$ cat config.mk
export PLATFORM = sky130hd
export DESIGN_NAME = mem_port_arbiter
export DESIGN_NICKNAME = d
export VERILOG_FILES = /design/src/rtl/mem_port_arbiter.sv
export SDC_FILE = /design/constraint.sdc
export NUM_CORES = 1
export LEC_CHECK = 0
export CAP_MARGIN = 15
export CORE_ASPECT_RATIO = 0.6
export CORE_MARGIN = 4
export CORE_UTILIZATION = 47
export DETAILED_ROUTE_END_ITERATION = 10
export HOLD_SLACK_MARGIN = 0.05
export PLACE_DENSITY = 0.82
export SLEW_MARGIN = 0
export SYNTH_ARGS = -nofsm -noshare
export SYNTH_HDL_FRONTEND = slang
export SYNTH_SLANG_ARGS = --single-unit
$ cat constraint.sdc
create_clock -name clk -period 1.88 [get_ports clk]
set_input_delay 0.376 -clock clk [delete_from_list [all_inputs] [get_ports clk]]
set_output_delay 0.376 -clock clk [all_outputs]
set_load 0.03 [all_outputs]
$ cat src/rtl/mem_port_arbiter.sv
// rtl/mem_port_arbiter.sv - single memory port shared by instruction fetch and EX-stage data access
module mem_port_arbiter #(
  parameter int WAIT_MAX = 15
) (
  input  logic       clk,
  input  logic       rst_n,
  input  logic       if_req,
  input  logic [7:0] if_addr,
  input  logic       ex_req,
  input  logic       ex_we,
  input  logic [7:0] ex_addr,
  input  logic [7:0] ex_wdata,
  input  logic       halted,
  output logic       mem_req,
  output logic       mem_we,
  output logic [7:0] mem_addr,
  output logic [7:0] mem_wdata,
  input  logic [7:0] mem_rdata,
  input  logic       mem_ack,
  output logic       if_valid,
  output logic [7:0] if_rdata,
  output logic       ex_done,
  output logic [7:0] ex_rdata,
  output logic       freeze,
  output logic       timeout_err,
  output logic       halt_ack
);

  typedef enum logic [2:0] {IDLE, BUSY_IF, BUSY_EX, DONE, HALT} state_t;

  localparam logic [7:0] WAIT_LAST = 8'(WAIT_MAX - 1);

  state_t     state;
  logic [1:0] ex_streak;
  logic [7:0] wait_cnt;
  logic       ex_grant;
  logic       finish;
  logic [7:0] cap_data;

  // EX wins unless it has already taken three grants in a row while IF waited
  assign ex_grant = ex_req && (!if_req || ex_streak != 2'd3);
  assign finish   = mem_ack || (wait_cnt == WAIT_LAST);
  assign cap_data = mem_ack ? mem_rdata : 8'hFF;
  assign freeze   = (ex_req && !ex_done) || (state == HALT);

  always_ff @(posedge clk or negedge rst_n) begin
    if (!rst_n) begin
      state       <= IDLE;
      ex_streak   <= 2'd0;
      wait_cnt    <= 8'd0;
      mem_req     <= 1'b0;
      mem_we      <= 1'b0;
      mem_addr    <= 8'h00;
      mem_wdata   <= 8'h00;
      if_valid    <= 1'b0;
      if_rdata    <= 8'h00;
      ex_done     <= 1'b0;
      ex_rdata    <= 8'h00;
      timeout_err <= 1'b0;
      halt_ack    <= 1'b0;
    end else begin
      case (state)
        IDLE: begin
          if (halted) begin
            state    <= HALT;
            halt_ack <= 1'b1;
          end else if (ex_grant) begin
            state     <= BUSY_EX;
            mem_req   <= 1'b1;
            mem_we    <= ex_we;
            mem_addr  <= ex_addr;
            mem_wdata <= ex_wdata;
            wait_cnt  <= 8'd0;
            if (if_req && ex_streak != 2'd3) ex_streak <= ex_streak + 2'd1;
          end else if (if_req) begin
            state     <= BUSY_IF;
            mem_req   <= 1'b1;
            mem_we    <= 1'b0;
            mem_addr  <= if_addr;
            mem_wdata <= 8'h00;
            wait_cnt  <= 8'd0;
            ex_streak <= 2'd0;
          end
        end
        BUSY_IF, BUSY_EX: begin
          if (finish) begin
            state   <= DONE;
            mem_req <= 1'b0;
            if (!mem_ack) timeout_err <= 1'b1;
            if (state == BUSY_IF) begin
              if_valid <= 1'b1;
              if_rdata <= cap_data;
            end else begin
              ex_done  <= 1'b1;
              ex_rdata <= mem_we ? 8'h00 : cap_data;
            end
          end else begin
            wait_cnt <= wait_cnt + 8'd1;
          end
        end
        DONE: begin
          state    <= IDLE;
          if_valid <= 1'b0;
          if_rdata <= 8'h00;
          ex_done  <= 1'b0;
          ex_rdata <= 8'h00;
        end
        HALT: begin
          state <= HALT;
        end
        default: state <= IDLE;
      endcase
    end
  end

endmodule

==> results of run 1 <==
Yosys cell counts (2+ instances only):
cell type / n / area, um^2
nand2b_1: 12 / 75.07
inv_1: 7 / 26.28
nor3_1: 3 / 15.01
buf_6: 2 / 22.52
and2_1: 3 / 18.77
nand2_1: 50 / 187.7
ha_1: 3 / 37.54
nor2b_1: 2 / 12.51
a221o_1: 8 / 80.08
nor2_1: 6 / 22.52
a21o_1: 2 / 15.01
a2bb2oi_1: 4 / 35.03
nor3b_1: 8 / 60.06
a22oi_1: 2 / 15.01
nand3_1: 12 / 60.06
a21oi_1: 3 / 15.01
nor4_4: 2 / 42.54
clkbuf_1: 8 / 30.03
o21a_1: 2 / 15.01
buf_1: 2 / 7.510
a31oi_1: 4 / 25.02
o21ai_0: 27 / 135.1
buf_2: 3 / 15.01
or2_2: 2 / 12.51
clkbuf_2: 2 / 10.01
o211ai_1: 10 / 75.07
dfrtp_1: 51 / 1276
mux2i_1: 8 / 80.08
logic make-up (layout without fill, tap and decap cells):
| family | after synthesis | in the layout |
|---|---|---|
| XOR/XNOR | 1 | 1 |
| adder cells (fa/ha/maj) | 3 | 3 |
| multiplexers | 8 | 8 |
| buffers and inverters | 24 | 115 |
| flip-flops | 51 | 51 |
| AO/OA/AOI/OAI | 69 | 69 |
| AND/OR/NAND/NOR | 105 | 105 |
critical path, stage by stage (launching register included):
cell	delay, ns
dfrtp_2	0.47
buf_4	0.18
nor2_1	0.13
nand2_1	0.06
o21ai_0	0.09
buf_4	0.19
layout make-up:
class | instances | area [um^2]
Clock inverter | 3 | 20.02
Tap cell | 66 | 82.58
Multi-Input combinational cell | 186 | 1165
Inverter | 7 | 26.28
Fill cell | 378 | 1514
Clock buffer | 5 | 68.82
Sequential cell | 51 | 1277
Timing Repair Buffer | 100 | 975.9
power groups by stage:
stage,combinational (W),sequential (W),clock [W]
final,0.00343,0.00202,0.000621
after global routing,0.00371,0.00208,0.000694
after CTS,0.00342,0.00200,0.000640
after detailed placement,0.00339,0.00202,0
after global placement,0.00332,0.00199,0
after floorplan,0.00137,0.00265,0
worst paths after layout:
kind | to | slack, ns | cells past startpoint
max in group asynchronous | state[1] | 1.59 | 2
worst max register to register | wait_cnt[4] | 0.13 | 6
min in group clk | halt_ack | 0.47 | 1
worst max-delay path | freeze | 0.08 | 5
worst min register to register | halt_ack | 0.47 | 1
worst min-delay path | timeout_err | 0.05 | 2
per-layer routing:
| layer | global-route usage [%] | vias up | part of all wire [%] |
|---|---|---|---|
| met5 | 0 | - | 0 |
| met4 | 4.910 | 0 | 0.52 |
| met3 | 6.022 | 7 | 7.9 |
| met2 | 29.98 | 76 | 45 |
| met1 | 30.47 | 1134 | 47 |
| li1 | - | 1111 | - |
metrics by stage:
| step | hold WS (ns) | setup WS, ns | setup TNS, ns | utilization, % | instances |
|---|---|---|---|---|---|
| final | 0.04649 | 0.08017 | 0 | 70.49 | 418 |
| after detailed placement | 0.3823 | -0.08390 | -0.1501 | 68.39 | 410 |
| after CTS | 0.05215 | 0.006155 | 0 | 70.12 | 418 |
| after floorplan | 0.08041 | 0.1970 | 0 | - | 261 |
| after global placement | 0.3838 | -0.07358 | -0.07358 | 68.39 | 410 |
| after global routing | 0.06231 | 0.005942 | 0 | 70.49 | 418 |
sequential cells by signal, indices dropped and copies added, names as in the netlist:
name and cells:
timeout_err 1, ex_done 1, ex_streak 2, mem_we 1, state 3, if_rdata 8, mem_req 1, if_valid 1
halt_ack 1, mem_wdata 8, wait_cnt 8, mem_addr 8, ex_rdata 8
==> reports/qor.txt, run 1 <==
outcome: finished clean
Post-synth EDFFs: 0
Max IR drop VDD: 0.0009082 V
TritonRoute pass-1 iters: 4
Switching Power: 0.002716 W
Clock power frac: 10.2%
GR Overflow Total: 0
n_diodes: 0
Die Span Y: 64.83 um
WL/cell: 15.70 um
GP Congestion: 0.8971
final period utilization: 95.74%
Reg power frac: 33.3%
drt drc: 0
CP startpoint kind: flop
Logic pwr share: 56.5%
Rows: 20
Final Skew: 0.005624 ns
Hold Vio Cnt, Final: 0
Critical path origin: state[1]
pwr/cell area: 1678 nW/um^2
CTS resizes: 0
Post-Syn Nets: 303
starting DRC count in detailed routing: 157
Yosys warning count: 0
initial core utilization: 49.32%
Worst Path Required: 1.50 ns
Num CTS Buffers: 5
Post-Synth Adder-Cell Area: 1.484%
ys flop type: dfrtp_1
synthesized-area fraction occupied by xor and xnor cells: 0.6429%
CTS max path bufs: 2
max-slew violation count: 0
Layout area overhead: 42.93%
Post-CTS Repair Setup Buffers: 0
min cycle time layout: 1.800 ns
fraction of synthesized area in multiplexers: 3.165%
Compound-Gate Fraction of Synth Area: 18.55%
vias per cell: 5.569
htree depth: 2
CTS tree: done
critical path fanouts, max: 6
# IOs: 78
Max-Cap Viols: 0
Async SR Flop Fraction: 100.0%
largest family of logic cells by synthesized area: simple AND/OR/NAND/NOR gates
fin area: 3616 um^2
initial antenna violation count: 0
Post-DP Area: 3508 um^2
CTS root buffer: clkbuf_8
Distinct cells, synth: 41
Rel. slew slack: 63.88%
most common cell after layout, fill and taps aside: clkdlybuf4s50_1
Power Internal: 0.003350 W
CTS hold repair buffers: 0
leakage: 1.585 nW
sequential area share after synthesis: 50.45%
RSZ-0062 raised after global routing: no
# setup viols final: 0
Critical Path AT: 1.42 ns
share of cells above drive strength 1: 13.07%
Max Freq: 555.6 MHz
first-pass GRT wire length: 10,780 um
die width: 102.7 um
Sink Count: 51
number of synthesized register bits: 51
critical path endpoint category: output pin
antenna viol nets, final: 0
via count: 2,328
vias in the first global route: 2,217
Least-Margin Pin Slew: 0.5397 ns
port bufs: 77
PnR Total Power: 0.006067 W
core area: 5130 um^2
WL final: 6563 um
Post-Synthesis Cells: 261
Crit Path Category: flop to output pin
Total Nets Final: 393
latest clock arrival within the worst-skew pair: 0.30 ns
largest net degree at the start of global routing: 52
R2R Path Start: wait_cnt[0]
most frequent cells in the layout: clkdlybuf4s50_1 (74), dfrtp_1 (50), nand2_1 (49)
overall routing resource usage: 20.71%
switching portion of total power: 44.78%
synthesized-area fraction occupied by and/or/nand/nor cells: 21.32%
full die area: 6659 um^2
Syn Area/Cell: 9.693 um^2
Mapped Area: 2530 um^2
hpwl dp: 4855 um
Clock Pin Slew Worst Setup and Hold Paths: 0.09 ns
Hold WC Path Type: primary input to asynchronous set/reset pin
No activity file was read; power rests on OpenSTA's default activity.
==> inputs of run 2 (changes only) <==
Settings changed: GPL_TIMING_DRIVEN set to 0.
==> reports/qor.txt, run 2 (synthesized netlist as in run 1, its figures left out) <==
outcome: finished clean (unchanged)
Rows: 20 (unchanged)
hpwl dp: 5191 um (was 4855 um)
Max IR drop VDD: 0.0009671 V (was 0.0009082 V)
CTS root buffer: clkbuf_8 (unchanged)
starting DRC count in detailed routing: 167 (was 157)
core area: 5130 um^2 (unchanged)
vias in the first global route: 2,400 (was 2,217)
n_diodes: 0 (unchanged)
antenna viol nets, final: 0 (unchanged)
GR Overflow Total: 0 (unchanged)
grt peak-use layer: met2 (was met1)
min cycle time layout: 1.847 ns (was 1.800 ns)
met3 GRT Util: 5.914% (was 6.022%)
Num CTS Buffers: 5 (unchanged)
full die area: 6659 um^2 (unchanged)
Crit Path Category: primary input to flop (was flop to output pin)
final period utilization: 98.22% (was 95.74%)
drt drc: 0 (unchanged)
Hold Vio Cnt, Final: 0 (unchanged)
leakage: 1.561 nW (was 1.585 nW)
CTS max path bufs: 2 (unchanged)
CTS tree: done (unchanged)
max-slew violation count: 0 (unchanged)
most common cell after layout, fill and taps aside: clkdlybuf4s50_1 (unchanged)
WL/cell: 16.80 um (was 15.70 um)
PnR Total Power: 0.006124 W (was 0.006067 W)
largest net degree at the start of global routing: 41 (was 52)
htree depth: 2 (unchanged)
Max Freq: 541.6 MHz (was 555.6 MHz)
initial antenna violation count: 0 (unchanged)
# setup viols final: 0 (unchanged)
Layout area overhead: 42.68% (was 42.93%)
Worst Path Required: 2.08 ns (was 1.50 ns)
Final Skew: 0.008230 ns (was 0.005624 ns)
WL final: 7021 um (was 6563 um)
Hold Slack: 0.4719 ns (was 0.04649 ns)
Max-Cap Viols: 0 (unchanged)
first-pass GRT wire length: 11,680 um (was 10,780 um)
Sink Count: 51 (unchanged)
Hold WC Path Type: flop to flop (was primary input to asynchronous set/reset pin)
routing usage on met2: 34.32% (was 29.98%)
pwr/cell area: 1697 nW/um^2 (was 1678 nW/um^2)
critical path fanouts, max: 10 (was 6)
most frequent cells in the layout: clkdlybuf4s50_1 (75), dfrtp_1 (51), nand2_1 (49) (was clkdlybuf4s50_1 (74), dfrtp_1 (50), nand2_1 (49))
CP startpoint kind: primary input (was flop)
Least-Margin Pin Slew: 0.4997 ns (was 0.5397 ns)
initial core utilization: 49.32% (unchanged)
port bufs: 77 (unchanged)
TritonRoute pass-1 iters: 5 (was 4)
Rel. slew slack: 66.56% (was 63.88%)
vias per cell: 5.574 (was 5.569)
Clock Pin Slew Worst Setup and Hold Paths: 0.09 ns (about the same)
overall routing resource usage: 22.39% (was 20.71%)
grt met1 use: 32.24% (was 30.47%)
GP Congestion: 0.8890 (was 0.8971)
latest clock arrival within the worst-skew pair: 0.30 ns (about the same)
via count: 2,330 (was 2,328)
Total Nets Final: 393 (unchanged)
share of cells above drive strength 1: 11.65% (was 13.07%)
# IOs: 78 (unchanged)
Critical Path AT: 2.05 ns (was 1.42 ns)
die width: 102.7 um (unchanged)
Die Span Y: 64.83 um (unchanged)
critical path endpoint category: flop (was output pin)
run 2: power by group:
part           switching (W)  internal [W]  total (W)
combinational        0.00205       0.00150    0.00355
clock               0.000360      0.000261   0.000621
sequential          0.000369       0.00159    0.00196
total                0.00278       0.00334    0.00612
run 2: path summary, 6_finish.rpt:
kind                                  start           end  slack [ns]  depth (start not counted)
worst max-delay path                mem_ack   wait_cnt[6]        0.03                          6
worst min-delay path               halt_ack      halt_ack        0.47                          1
worst max register to register  wait_cnt[0]   ex_rdata[4]        0.09                          7
worst min register to register     halt_ack      halt_ack        0.47                          1
max in group asynchronous             rst_n  mem_wdata[6]        0.91                          3
min in group asynchronous             rst_n  mem_wdata[4]        0.48                          2
run 2: timing repair:
item | 4_1_cts | 5_1_grt
gates cloned | 0 | 0
setup endpoints to repair | 34 | 43
pin swaps | 1 | 2
buffers inserted | 1 | 3
hold endpoints to repair | 11 | 0
hold buffers | 1 | 0
resized for setup | 21 | 23
run 2: metrics by stage:
| step | area [um^2] | worst slack, ns | setup TNS [ns] | utilization [%] | cells |
|---|---|---|---|---|---|
| floorplan | 2530 | 0.1970 | 0 | - | 261 |
| finish | 3610 | 0.03347 | 0 | 70.37 | 418 |
| global placement | 3383 | -1.056 | -67.08 | 65.95 | 404 |
| global route | 3610 | -0.00002343 | -0.00002343 | 70.37 | 418 |
| detailed placement | 3398 | -0.5336 | -15.67 | 66.24 | 405 |
| CTS | 3546 | -0.005835 | -0.005835 | 69.12 | 415 |
run 2: area by class of cell:
cell class	instances	area [um^2]
Clock inverter	2	12.51
Fill cell	391	1520
Tap cell	66	82.58
Clock buffer	6	72.57
Multi-Input combinational cell	186	1201
Sequential cell	51	1276
Buffer	17	111.4
Inverter	7	26.28
Timing Repair Buffer	83	827.0
run 2: worst max-delay path: stages:
cell and delay [ns]:
clkdlybuf4s50_1 0.49, buf_6 0.19, or2_2 0.32, or2_2 0.30
a22o_1 0.21, a21o_1 0.17
run 2: metal layers:
metal	vias to the layer above	wire length, um
met5	-	0
met1	1121	3122
met3	6	598
met4	0	58
li1	1107	-
met2	96	3242
